$ cat src/rtl/m_div_pkg.sv
// Shared types and helpers for the iterative M-extension divider.
package m_div_pkg;

  typedef enum logic [1:0] {
    OpDiv  = 2'b00,
    OpDivu = 2'b01,
    OpRem  = 2'b10,
    OpRemu = 2'b11
  } div_op_e;

  typedef enum logic [1:0] {
    StIdle,
    StCalc,
    StFixup,
    StDone
  } div_state_e;

  function automatic logic is_signed_op(div_op_e op);
    return ~op[0];
  endfunction

  function automatic logic is_rem_op(div_op_e op);
    return op[1];
  endfunction

endpackage

$ cat src/rtl/m_div_unit_if.sv
// Request/response handshake bundle of the divider; slave = divider, master = issuer.
interface m_div_unit_if
  import m_div_pkg::*;
#(
  parameter int unsigned XLEN  = 32,
  parameter int unsigned TAG_W = 5
) ();

  logic             flush;
  logic             in_valid;
  logic             in_ready;
  div_op_e          in_op;
  logic [XLEN-1:0]  in_dividend;
  logic [XLEN-1:0]  in_divisor;
  logic [TAG_W-1:0] in_tag;
  logic             out_valid;
  logic             out_ready;
  logic [XLEN-1:0]  out_result;
  logic [TAG_W-1:0] out_tag;
  logic             out_div_zero;
  logic             out_overflow;
  logic             busy;

  modport slave (
    input  flush, in_valid, in_op, in_dividend, in_divisor, in_tag, out_ready,
    output in_ready, out_valid, out_result, out_tag, out_div_zero, out_overflow, busy
  );

  modport master (
    output flush, in_valid, in_op, in_dividend, in_divisor, in_tag, out_ready,
    input  in_ready, out_valid, out_result, out_tag, out_div_zero, out_overflow, busy
  );

endinterface

$ cat src/rtl/m_div_step.sv
// One restoring shift-subtract step: remainder lives in the upper half of pr, dividend
// bits shift out of the lower half.
module m_div_step #(
  parameter int unsigned XLEN = 32
) (
  input  logic [2*XLEN-1:0] pr_i,
  input  logic [XLEN-1:0]   divisor_i,
  input  logic [XLEN-1:0]   quo_i,
  output logic [2*XLEN-1:0] pr_o,
  output logic [XLEN-1:0]   quo_o
);

  logic [XLEN:0]   trial;
  logic [XLEN:0]   diff;
  logic [XLEN-1:0] upper;
  logic            q_bit;

  always_comb begin
    // One extra bit: the shifted remainder may reach 2*divisor - 1.
    trial = pr_i[2*XLEN-1:XLEN-1];
    diff  = trial - {1'b0, divisor_i};
    q_bit = (trial >= {1'b0, divisor_i});
    upper = q_bit ? diff[XLEN-1:0] : trial[XLEN-1:0];
    pr_o  = {upper, pr_i[XLEN-2:0], 1'b0};
    quo_o = {quo_i[XLEN-2:0], q_bit};
  end

endmodule

$ cat src/rtl/m_div_unit.sv
// Iterative signed/unsigned DIV/REM unit with tag return and flush.
// Optional M_DIV_EARLY_OUT_EN: trivial operand cases skip CALC and go straight to FIXUP.
module m_div_unit
  import m_div_pkg::*;
#(
  parameter int unsigned XLEN           = 32,
  parameter int unsigned BITS_PER_CYCLE = 1,
  parameter int unsigned TAG_W          = 5
) (
  input logic         clk,
  input logic         clr_n,
  m_div_unit_if.slave bus
);

  localparam int unsigned Steps = XLEN / BITS_PER_CYCLE;
  localparam int unsigned CntW  = (Steps > 1) ? $clog2(Steps) : 1;
  localparam logic [XLEN-1:0] MinNeg = {1'b1, {(XLEN-1){1'b0}}};

  div_state_e        state_q, state_d;
  div_op_e           op_q, op_d;
  logic [TAG_W-1:0]  tag_q, tag_d, otag_q, otag_d;
  logic              a_neg_q, a_neg_d, b_neg_q, b_neg_d;
  logic              dz_q, dz_d, ov_q, ov_d, odz_q, odz_d, oov_q, oov_d;
  logic [XLEN-1:0]   a_raw_q, a_raw_d, b_mag_q, b_mag_d, quo_q, quo_d, res_q, res_d;
  logic [2*XLEN-1:0] pr_q, pr_d;
  logic [CntW-1:0]   cnt_q, cnt_d;

  logic              in_ready, out_valid, sgn_in, a_neg_in, b_neg_in, dz_in, ov_in;
  logic [XLEN-1:0]   a_mag_in, b_mag_in, rem_mag, quo_fix, rem_fix, fix_result;

  logic [2*XLEN-1:0] pr_chain  [BITS_PER_CYCLE+1];
  logic [XLEN-1:0]   quo_chain [BITS_PER_CYCLE+1];

  assign pr_chain[0]  = pr_q;
  assign quo_chain[0] = quo_q;

  for (genvar g = 0; g < BITS_PER_CYCLE; g++) begin : g_step
    m_div_step #(.XLEN(XLEN)) u_step (
      .pr_i      (pr_chain[g]),
      .divisor_i (b_mag_q),
      .quo_i     (quo_chain[g]),
      .pr_o      (pr_chain[g+1]),
      .quo_o     (quo_chain[g+1])
    );
  end

  always_comb begin
    sgn_in   = is_signed_op(bus.in_op);
    a_neg_in = sgn_in & bus.in_dividend[XLEN-1];
    b_neg_in = sgn_in & bus.in_divisor[XLEN-1];
    a_mag_in = a_neg_in ? -bus.in_dividend : bus.in_dividend;
    b_mag_in = b_neg_in ? -bus.in_divisor : bus.in_divisor;
    dz_in    = (bus.in_divisor == '0);
    ov_in    = sgn_in && (bus.in_dividend == MinNeg) && (bus.in_divisor == '1);
  end

  // Sign restoration and special-case override of the magnitude result.
  always_comb begin
    rem_mag = pr_q[2*XLEN-1:XLEN];
    quo_fix = (a_neg_q ^ b_neg_q) ? -quo_q : quo_q;
    rem_fix = a_neg_q ? -rem_mag : rem_mag;
    if (dz_q) begin
      fix_result = is_rem_op(op_q) ? a_raw_q : '1;
    end else if (ov_q) begin
      fix_result = is_rem_op(op_q) ? '0 : a_raw_q;
    end else begin
      fix_result = is_rem_op(op_q) ? rem_fix : quo_fix;
    end
  end

  always_comb begin
    state_d   = state_q;
    op_d      = op_q;
    tag_d     = tag_q;
    a_neg_d   = a_neg_q;
    b_neg_d   = b_neg_q;
    dz_d      = dz_q;
    ov_d      = ov_q;
    a_raw_d   = a_raw_q;
    b_mag_d   = b_mag_q;
    pr_d      = pr_q;
    quo_d     = quo_q;
    cnt_d     = cnt_q;
    res_d     = res_q;
    otag_d    = otag_q;
    odz_d     = odz_q;
    oov_d     = oov_q;
    in_ready  = 1'b0;
    out_valid = 1'b0;

    unique case (state_q)
      StIdle: in_ready = ~bus.flush;
      StCalc: begin
        pr_d  = pr_chain[BITS_PER_CYCLE];
        quo_d = quo_chain[BITS_PER_CYCLE];
        cnt_d = cnt_q + 1'b1;
        if (cnt_q == CntW'(Steps - 1)) state_d = StFixup;
      end
      StFixup: begin
        res_d   = fix_result;
        otag_d  = tag_q;
        odz_d   = dz_q;
        oov_d   = ov_q;
        state_d = StDone;
      end
      StDone: begin
        out_valid = ~bus.flush;
        in_ready  = bus.out_ready & ~bus.flush;
        if (bus.out_ready) state_d = StIdle;
      end
      default: state_d = StIdle;
    endcase

    if (in_ready && bus.in_valid) begin
      op_d    = bus.in_op;
      tag_d   = bus.in_tag;
      a_neg_d = a_neg_in;
      b_neg_d = b_neg_in;
      dz_d    = dz_in;
      ov_d    = ov_in;
      a_raw_d = bus.in_dividend;
      b_mag_d = b_mag_in;
      pr_d    = {{XLEN{1'b0}}, a_mag_in};
      quo_d   = '0;
      cnt_d   = '0;
      state_d = StCalc;
`ifdef M_DIV_EARLY_OUT_EN
      // Preload the magnitude quotient/remainder so FIXUP sees what CALC would produce.
      if (dz_in || ov_in || (b_mag_in == XLEN'(1))) begin
        quo_d   = a_mag_in;
        pr_d    = '0;
        state_d = StFixup;
      end else if (a_mag_in < b_mag_in) begin
        quo_d   = '0;
        pr_d    = {a_mag_in, {XLEN{1'b0}}};
        state_d = StFixup;
      end
`endif
    end

    if (bus.flush) state_d = StIdle;
  end

  always_ff @(posedge clk or negedge clr_n) begin
    if (!clr_n) begin
      state_q <= StIdle;
      op_q    <= OpDiv;
      tag_q   <= '0;
      a_neg_q <= 1'b0;
      b_neg_q <= 1'b0;
      dz_q    <= 1'b0;
      ov_q    <= 1'b0;
      a_raw_q <= '0;
      b_mag_q <= '0;
      pr_q    <= '0;
      quo_q   <= '0;
      cnt_q   <= '0;
      res_q   <= '0;
      otag_q  <= '0;
      odz_q   <= 1'b0;
      oov_q   <= 1'b0;
    end else begin
      state_q <= state_d;
      op_q    <= op_d;
      tag_q   <= tag_d;
      a_neg_q <= a_neg_d;
      b_neg_q <= b_neg_d;
      dz_q    <= dz_d;
      ov_q    <= ov_d;
      a_raw_q <= a_raw_d;
      b_mag_q <= b_mag_d;
      pr_q    <= pr_d;
      quo_q   <= quo_d;
      cnt_q   <= cnt_d;
      res_q   <= res_d;
      otag_q  <= otag_d;
      odz_q   <= odz_d;
      oov_q   <= oov_d;
    end
  end

  assign bus.in_ready     = in_ready;
  assign bus.out_valid    = out_valid;
  assign bus.out_result   = res_q;
  assign bus.out_tag      = otag_q;
  assign bus.out_div_zero = odz_q & out_valid;
  assign bus.out_overflow = oov_q & out_valid;
  assign bus.busy         = (state_q != StIdle);

endmodule

$ cat src/flat_wrapper.sv
// flat-port wrapper written by rule: the top's interface ports become plain ports
module m_div_unit_flat import m_div_pkg::*;
#(
  parameter int unsigned XLEN           = 32,
  parameter int unsigned BITS_PER_CYCLE = 1,
  parameter int unsigned TAG_W          = 5
)
  (clk, clr_n, bus_flush, bus_in_valid, bus_in_op, bus_in_dividend, bus_in_divisor, bus_in_tag, bus_out_ready, bus_in_ready, bus_out_valid, bus_out_result, bus_out_tag, bus_out_div_zero, bus_out_overflow, bus_busy);
  m_div_unit_if #(.XLEN(XLEN), .TAG_W(TAG_W)) bus_i ();
  input logic clk;
  input logic clr_n;
  input wire logic [$bits(bus_i.flush)-1:0] bus_flush;
  input wire logic [$bits(bus_i.in_valid)-1:0] bus_in_valid;
  input wire logic [$bits(bus_i.in_op)-1:0] bus_in_op;
  input wire logic [$bits(bus_i.in_dividend)-1:0] bus_in_dividend;
  input wire logic [$bits(bus_i.in_divisor)-1:0] bus_in_divisor;
  input wire logic [$bits(bus_i.in_tag)-1:0] bus_in_tag;
  input wire logic [$bits(bus_i.out_ready)-1:0] bus_out_ready;
  output wire logic [$bits(bus_i.in_ready)-1:0] bus_in_ready;
  output wire logic [$bits(bus_i.out_valid)-1:0] bus_out_valid;
  output wire logic [$bits(bus_i.out_result)-1:0] bus_out_result;
  output wire logic [$bits(bus_i.out_tag)-1:0] bus_out_tag;
  output wire logic [$bits(bus_i.out_div_zero)-1:0] bus_out_div_zero;
  output wire logic [$bits(bus_i.out_overflow)-1:0] bus_out_overflow;
  output wire logic [$bits(bus_i.busy)-1:0] bus_busy;
  assign bus_i.flush = bus_flush;
  assign bus_i.in_valid = bus_in_valid;
  assign bus_i.in_op = bus_in_op;
  assign bus_i.in_dividend = bus_in_dividend;
  assign bus_i.in_divisor = bus_in_divisor;
  assign bus_i.in_tag = bus_in_tag;
  assign bus_i.out_ready = bus_out_ready;
  assign bus_in_ready = bus_i.in_ready;
  assign bus_out_valid = bus_i.out_valid;
  assign bus_out_result = bus_i.out_result;
  assign bus_out_tag = bus_i.out_tag;
  assign bus_out_div_zero = bus_i.out_div_zero;
  assign bus_out_overflow = bus_i.out_overflow;
  assign bus_busy = bus_i.busy;
  m_div_unit #(.XLEN(XLEN), .BITS_PER_CYCLE(BITS_PER_CYCLE), .TAG_W(TAG_W)) u_core (.clk(clk), .clr_n(clr_n), .bus(bus_i));
endmodule
$ cat config.mk
export PLATFORM = sky130hd
export DESIGN_NAME = m_div_unit_flat
export DESIGN_NICKNAME = d
export VERILOG_FILES = /design/src/rtl/m_div_pkg.sv /design/src/rtl/m_div_unit_if.sv /design/src/rtl/m_div_step.sv /design/src/rtl/m_div_unit.sv /design/src/flat_wrapper.sv
export SDC_FILE = /design/constraint.sdc
export NUM_CORES = 1
export LEC_CHECK = 0
export BUFFER_PORTS_ARGS = -buffer_cell sky130_fd_sc_hd__buf_2
export CAP_MARGIN = 20
export CELL_PAD_IN_SITES_DETAIL_PLACEMENT = 0
export CELL_PAD_IN_SITES_GLOBAL_PLACEMENT = 1
export CORE_ASPECT_RATIO = 1.75
export CORE_UTILIZATION = 51
export CTS_BUF_LIST = sky130_fd_sc_hd__clkbuf_8
export CTS_CLUSTER_DIAMETER = 200
export DETAILED_ROUTE_END_ITERATION = 6
export PLACE_DENSITY = 0.92
export SYNTH_ARGS = -nofsm -noshare
export SYNTH_HDL_FRONTEND = slang
export SYNTH_SLANG_ARGS = --single-unit
export TNS_END_PERCENT = 30
$ cat constraint.sdc
create_clock -name clk -period 4.4 [get_ports clk]
set_input_delay 0.66 -clock clk [delete_from_list [all_inputs] [get_ports clk]]
set_output_delay 0.66 -clock clk [all_outputs]
set_load 0.05 [all_outputs]
## Word level (Yosys, flattened, before mapping)

Cells that the tools add are included.

| operators by class | value |
|---|---|
| add/sub/neg operators | 6 |
| $mul | 0 |
| div/mod/pow operators | 0 |
| order comparisons | 1 |
| equality and inequality tests | 8 |
| shift operators | 0 |
| mux-type cells | 23 |
| bitwise operators | 8 |
| reduce and logical (&&, ||, !) cells | 9 |

Operator list:

| cell | number |
|---|---|
| 32-bit 2-to-1 mux | 12 |
| 64-bit 2-to-1 mux | 2 |
| 32-bit negator | 4 |
| 32-bit == test (second input constant) | 2 |
| 33-bit by 32-bit >= comparator with 1-bit output | 1 |
| 32-bit zero test | 1 |
| 32-bit subtractor | 1 |
| 5-bit 2-to-1 mux | 2 |
| 2-bit 2-to-1 mux | 4 |
| 2-bit one-hot mux with 3 select lines | 1 |
| 5-bit by 1-bit adder with 5-bit output (second input constant) | 1 |
| 1-bit bitwise AND | 5 |
| 5-bit == test (second input constant) | 1 |
| 5-bit nonzero test | 1 |
| 2-bit == test (second input constant) | 2 |
| 4-bit by 2-bit != test with 1-bit output (second input constant) | 1 |
| 4-bit by 3-bit != test with 1-bit output (second input constant) | 1 |
| 2-bit nonzero test | 2 |
| 1-bit logical AND | 3 |
| 3-bit AND reduction | 1 |
| 2-bit by 1-bit == test with 1-bit output (second input constant) | 1 |
| 2-bit zero test | 1 |
| 1-bit inverter | 2 |
| 1-bit one-hot mux with 2 select lines | 1 |
| other kinds (2) | 2 |

| word-level totals | value |
|---|---|
| flip-flop bits (word level) | 217 |
| bits in latches | 0 |
| memory bits (writable) | 0 |
| bits in read-only memories | 0 |
| input bits | 76 |
| word-level logic and storage cells | 71 |
| memories | 0 |

## Longest topological paths before layout

| depth | value |
|---|---|
| depth after elaboration | 6 |
| gate-level depth with buffers | 14 |
| depth with buffers taken out | 13 |

## By module

Synthesis repeated with hierarchy kept, for this count alone.

| second synthesis, totals | value |
|---|---|
| cell total of the unflattened synthesis | 1770 |
| area, all modules | 15220.8 um^2 |

By module, submodules not included:

| module | instances | cells each | area each (um^2) | seq. area each (um^2) |
|---|---|---|---|---|
| m_div_unit | 1 | 1366 | 12254.3 | 5405.2 |
| m_div_step | 1 | 404 | 2966.6 | 0.0 |

## Worst setup path after synthesis

OpenSTA, ideal clock, no wires.

| timing | value |
|---|---|
| path kind | register to register |
| from | reg u_core.state_q[0] |
| to | reg u_core.pr_q[31] |
| library setup time | 138 ps |
| arrival | 2995 ps |
| slack | 1267 ps |
| stages on the path, launching flop included | 9 |
| period minus slack after synthesis | 3133 ps |
| cells stage by stage | dfrtp_1 inv_1 ha_1 nor3_1 and2_1 clkbuf_1 clkbuf_1 clkbuf_1 o22ai_1 |

| on the way | value |
|---|---|
| word-level cells in the longest chain between the ends | 4 |

RTL lines:

| element | line | RTL |
|---|---|---|
| start, declared | m_div_unit.sv:19 | `div_state_e state_q, state_d;` |
| start signal, assigned | m_div_unit.sv:146 | `state_q <= StIdle;` |
| start signal, assigned | m_div_unit.sv:163 | `state_q <= state_d;` |
| 2-bit == test / 2-bit zero test (equally long branches) | m_div_unit.sv:91 | `unique case (state_q)` |
| 1-bit one-hot mux with 2 select lines * | m_div_unit.sv:91 |  |
| via bus_in_ready | flat_wrapper.sv:19 | `output wire logic [$bits(bus_i.in_ready)-1:0] bus_in_ready;` |
| 1-bit logical AND * | m_div_unit.sv:114 | `if (in_ready && bus.in_valid) begin` |
| 64-bit 2-to-1 mux / 2-bit nonzero test (equally long branches) | n/a |  |
| end signal, assigned | m_div_unit.sv:172 | `pr_q <= pr_d;` |
| end, declared | m_div_unit.sv:25 | `logic [2*XLEN-1:0] pr_q, pr_d;` |

The timed path passes the listed nets; every way through them passes the cells marked *.
A chain may end at the register's enable or synchronous reset.

## Final worst setup path

| timing | value |
|---|---|
| from | reg u_core.pr_q[37] |
| to | reg u_core.pr_q[55] |

| on the way | value |
|---|---|
| word-level cells in the longest chain between the ends | 4 |

RTL lines:

| element | line | RTL |
|---|---|---|
| 32-bit subtractor / 33-bit by 32-bit >= comparator with 1-bit output (equally long branches) | m_div_step.sv:21, m_div_step.sv:22 |  |
| 32-bit 2-to-1 mux * | m_div_step.sv:23 | `upper = q_bit ? diff[XLEN-1:0] : trial[XLEN-1:0];` |
| 64-bit 2-to-1 mux * | m_div_unit.sv:91 |  |
| 64-bit 2-to-1 mux * | m_div_unit.sv:114 |  |

Every way passes the cells marked *; elsewhere a longest branch is shown, timed or not. The select of a mux whose other input is x is not followed.

==> impl_metrics.yaml <==
route:
  wl_met3_um: 1472
  drt-total-wl_um: 42520
  initialDrtViolationCount: 756
  dr.max_layer_used: "met4"
  post_drt_wl_per_cell_um: 19.75
  drcViolationCount: 0
  drt.antenna.violating_nets: 0
  via_per_inst: 5.914
  num_vias: 12730
  drt-pass1-iter-count: 6
  wl_met2_um: 22070
  m1WireLength_um: 15470
die:
  die_area_mm2: 0.02858
  fp.dieW_um: 128.2
  initial_core_util_pct: 52.03
  die_h_um: 222.9
  num_rows: 80
  core_mm2: 0.02733
  io_pins: 118
yosys:
  syn_area_per_cell_um2: 8.448
  synth_edf_count: 0
  synth-xor-area-share_pct: 8.870
  synth_fa_ha_area_share_pct: 4.013
  async_reset_ff_share_pct: 100.0
  synth_cells: 1683
  synth-seq-area-share_pct: 38.01
  synth_top_family_by_area: "compound AO/OA/AOI/OAI gates"
  synthSimpleGateAreaFrac_pct: 18.30
  synth_fp_nets: 1804
  ys_seq_elements: 216
  synth_mux_area_share_pct: 7.189
  synth_area_mm2: 0.01422
  synth_top_flop_cell: "dfrtp_1"
  yosysWarnings: 0
  yosys.cell_types.count: 72
  synth_compound_area_share_pct: 19.27
cts:
  cts_hold_buf: 0
  cts.clk_slew.worst_paths_ns: 0.07
  cts_root_buf: "clkbuf_8"
  post_cts_resized: 0
  clock_latency_ns: 0.55
  cts_tree: "built"
  clock_sinks: 216
  cts_max_level: 2
  numCtsBuffers: 34
  cts_setup_buffers: 0
  cts_buffer_depth: 3
final_layout:
  drive_gt1_share_pct: 12.89
  fin_nets: 1881
  syn2layout_area_growth_pct: 11.03
  final_cell_mix: "251 x nand2_1, 215 x dfrtp_1, 161 x nor2_1, 148 x o21ai_0, 135 x a21oi_1"
  n_antenna_cell: 0
  final_common_cell: "nand2_1"
  fin_cells: 2153
  final.fill_count: 2580
  final_core_util_pct: 57.77
setup_path:
  crit_fanout: 19
  path_cells: "ha_1 > a2111o_1 > o211ai_1 > a2111oi_2 > o21bai_2 > a31oi_2 > o21ai_4 > buf_4 > mux2i_1 > a21oi_1"
  max_stage_delay_ns: 0.62
  cp_slowest_cell: "o21ai_4"
  r2r_start: "u_core.pr_q[37]"
  cp-start-kind: "flop"
  worstSetupEndpointType: "flop"
  reg2reg_depth: 10
  critical_path_class: "flop to flop"
  arrival_ns: 4.10
  rrSetupSlack_ns: 0.69
  r2r-end: "u_core.pr_q[55]"
  crit_required_ns: 4.80
global_routing:
  grt_max_degree: 108
  track_usage_pct: 30.07
  grt_antenna_before_repair: 0
  first_global_vias: 12370
  grt-ovfl-total: 0
  grt_pass1_wl_um: 66310
placed_design:
  io_buffers: 117
  dp_hpwl_um: 32030
  gp_congestion: 0.9310
  dp_cells: 2092
power:
  power_switching_share_pct: 49.80
  power_frac_comb_pct: 59.9
  p_leak_uw: 0.007111
  ir_drop_v: 0.0003958
  clkPwrFrac_pct: 13.1
  seqPwrFrac_pct: 27.0
  switching_power_uw: 6693
  p_per_area_mw_per_mm2: 851.4
  p_int_uw: 6748
flow_run:
  cap_viol_max_count: 0
sta:
  slew_viol_final: 0
  period_share_pct: 84.27
  setup_viol: 0
  hold_violations: 0
  fin_tns_setup_ns: 0
  rsz0062_at_grt: "no"
  finClkSkew_ns: 0.02183
  relSlewSlack_pct: 34.50
  max_freq_mhz: 269.7
  period_needed_ns: 3.708
  worst_slew_pin_slew_ns: 0.9825
hold_path:
  hold_class: "primary input to asynchronous set/reset pin"
run_status:
  status: "complete, no violations"
[metal layers]
metal  GRT usage, %  vias up
met5              0        -
met4          22.09        0
met3          3.405      137
met2          53.81      370
met1          32.10     6138
li1               -     6088
[cell type report]
cell class                      instances  area [um^2]  area share (%)
Inverter                               58        217.7           1.379
Clock inverter                         18        110.1          0.6974
Timing Repair Buffer                  140        780.7           4.945
Clock buffer                           42        578.1           3.661
Multi-Input combinational cell       1310         8233           52.15
Tap cell                              369        461.7           2.924
Sequential cell                       216         5406           34.24
[cells by family (layout without fill, tap and decap cells)]
family | Yosys count | after routing
XOR/XNOR | 144 | 144
AO/OA/AOI/OAI | 446 | 446
flip-flops | 216 | 216
multiplexers | 101 | 101
adder cells (fa/ha/maj) | 45 | 45
buffers and inverters | 157 | 258
AND/OR/NAND/NOR | 574 | 574
[power groups by stage]
stage | Clock (uW) | Combinational (uW) | Sequential (uW)
final | 1770 | 8050 | 3620
after global routing | 1870 | 8840 | 3720
after CTS | 1790 | 8030 | 3610
after detailed placement | 0 | 7990 | 3650
after global placement | 0 | 7880 | 3600
after floorplan | 0 | 5620 | 3910
[worst max-delay path: cells and delay by family, from the launching register on]
family / cells / cell delay (ns)
multiplexers: 1 / 0.23
AO/OA/AOI/OAI: 7 / 2.13
buffers and inverters: 1 / 0.34
adder cells (fa/ha/maj): 1 / 0.43
flip-flops: 1 / 0.44
[sequential cells by signal, indices dropped and copies added, names as in the netlist, 2 cells and up]
name                   count
u_core.a_raw_q            32
u_core.cnt_q               5
u_core.bus.out_result     32
u_core.state_q             2
u_core.bus.out_tag         5
u_core.tag_q               5
u_core.pr_q               64
u_core.quo_q              32
u_core.b_mag_q            32
[stage by stage]
stage | total power (uW) | cell area, um^2 | setup WS (ns) | hold WS, ns
6_report | 13440 | 15790 | 0.6923 | 0.09625
5_1_grt | 14430 | 15790 | 0.4819 | 0.2018
4_1_cts | 13430 | 15780 | 0.7377 | 0.1894
3_5_place_dp | 11640 | 15090 | 0.7520 | 0.4568
3_3_place_gp | 11480 | 15090 | 0.8488 | 0.4524
2_1_floorplan | 9529 | 14220 | 1.267 | 0.3644
[Yosys cell counts (3+ instances only)]
| cell type | n | area share, % |
|---|---|---|
| a221oi_1 | 25 | 1.5 |
| nor2b_1 | 11 | 0.48 |
| o21a_1 | 10 | 0.53 |
| buf_2 | 4 | 0.14 |
| dfrtp_1 | 216 | 38 |
| clkbuf_1 | 87 | 2.3 |
| a211o_1 | 4 | 0.25 |
| or3_1 | 15 | 0.66 |
| o31ai_1 | 18 | 0.95 |
| o21ai_0 | 148 | 5.2 |
| nor4_1 | 6 | 0.26 |
| a2111oi_0 | 4 | 0.25 |
| nor3_1 | 32 | 1.1 |
| and3_1 | 7 | 0.31 |
| or4_4 | 3 | 0.24 |
| ha_1 | 44 | 3.9 |
| or4_1 | 11 | 0.58 |
| nand3_1 | 12 | 0.42 |
| a21o_1 | 13 | 0.69 |
| nand4_1 | 23 | 1.0 |
| inv_1 | 57 | 1.5 |
| xor2_1 | 67 | 4.1 |
| buf_1 | 4 | 0.11 |
| o311ai_0 | 3 | 0.18 |
| a31oi_1 | 18 | 0.79 |
| o41ai_1 | 7 | 0.43 |
| nand2_1 | 252 | 6.7 |
| o211ai_1 | 6 | 0.32 |
| nand2b_1 | 11 | 0.48 |
| or2_2 | 4 | 0.18 |
| mux2i_1 | 92 | 6.5 |
| o21ai_1 | 3 | 0.11 |
| and2_1 | 9 | 0.40 |
| xnor2_1 | 77 | 4.7 |
| mux2_2 | 9 | 0.71 |
| a211oi_1 | 7 | 0.37 |
| nor2_1 | 161 | 4.3 |
| a21oi_1 | 135 | 4.8 |
| and4_1 | 3 | 0.18 |
| o22ai_1 | 19 | 0.84 |
[worst max path at each step]
stage / start / end / slack, ns
after CTS: u_core.pr_q[42] / u_core.pr_q[55] / 0.74
after global routing: u_core.pr_q[37] / u_core.pr_q[59] / 0.48
after global placement: u_core.pr_q[42] / u_core.pr_q[55] / 0.85
final: u_core.pr_q[37] / u_core.pr_q[55] / 0.69
after floorplan: u_core.state_q[0] / u_core.pr_q[31] / 1.27
after detailed placement: u_core.pr_q[42] / u_core.pr_q[55] / 0.75
Power figures use the tool's default switching activity.
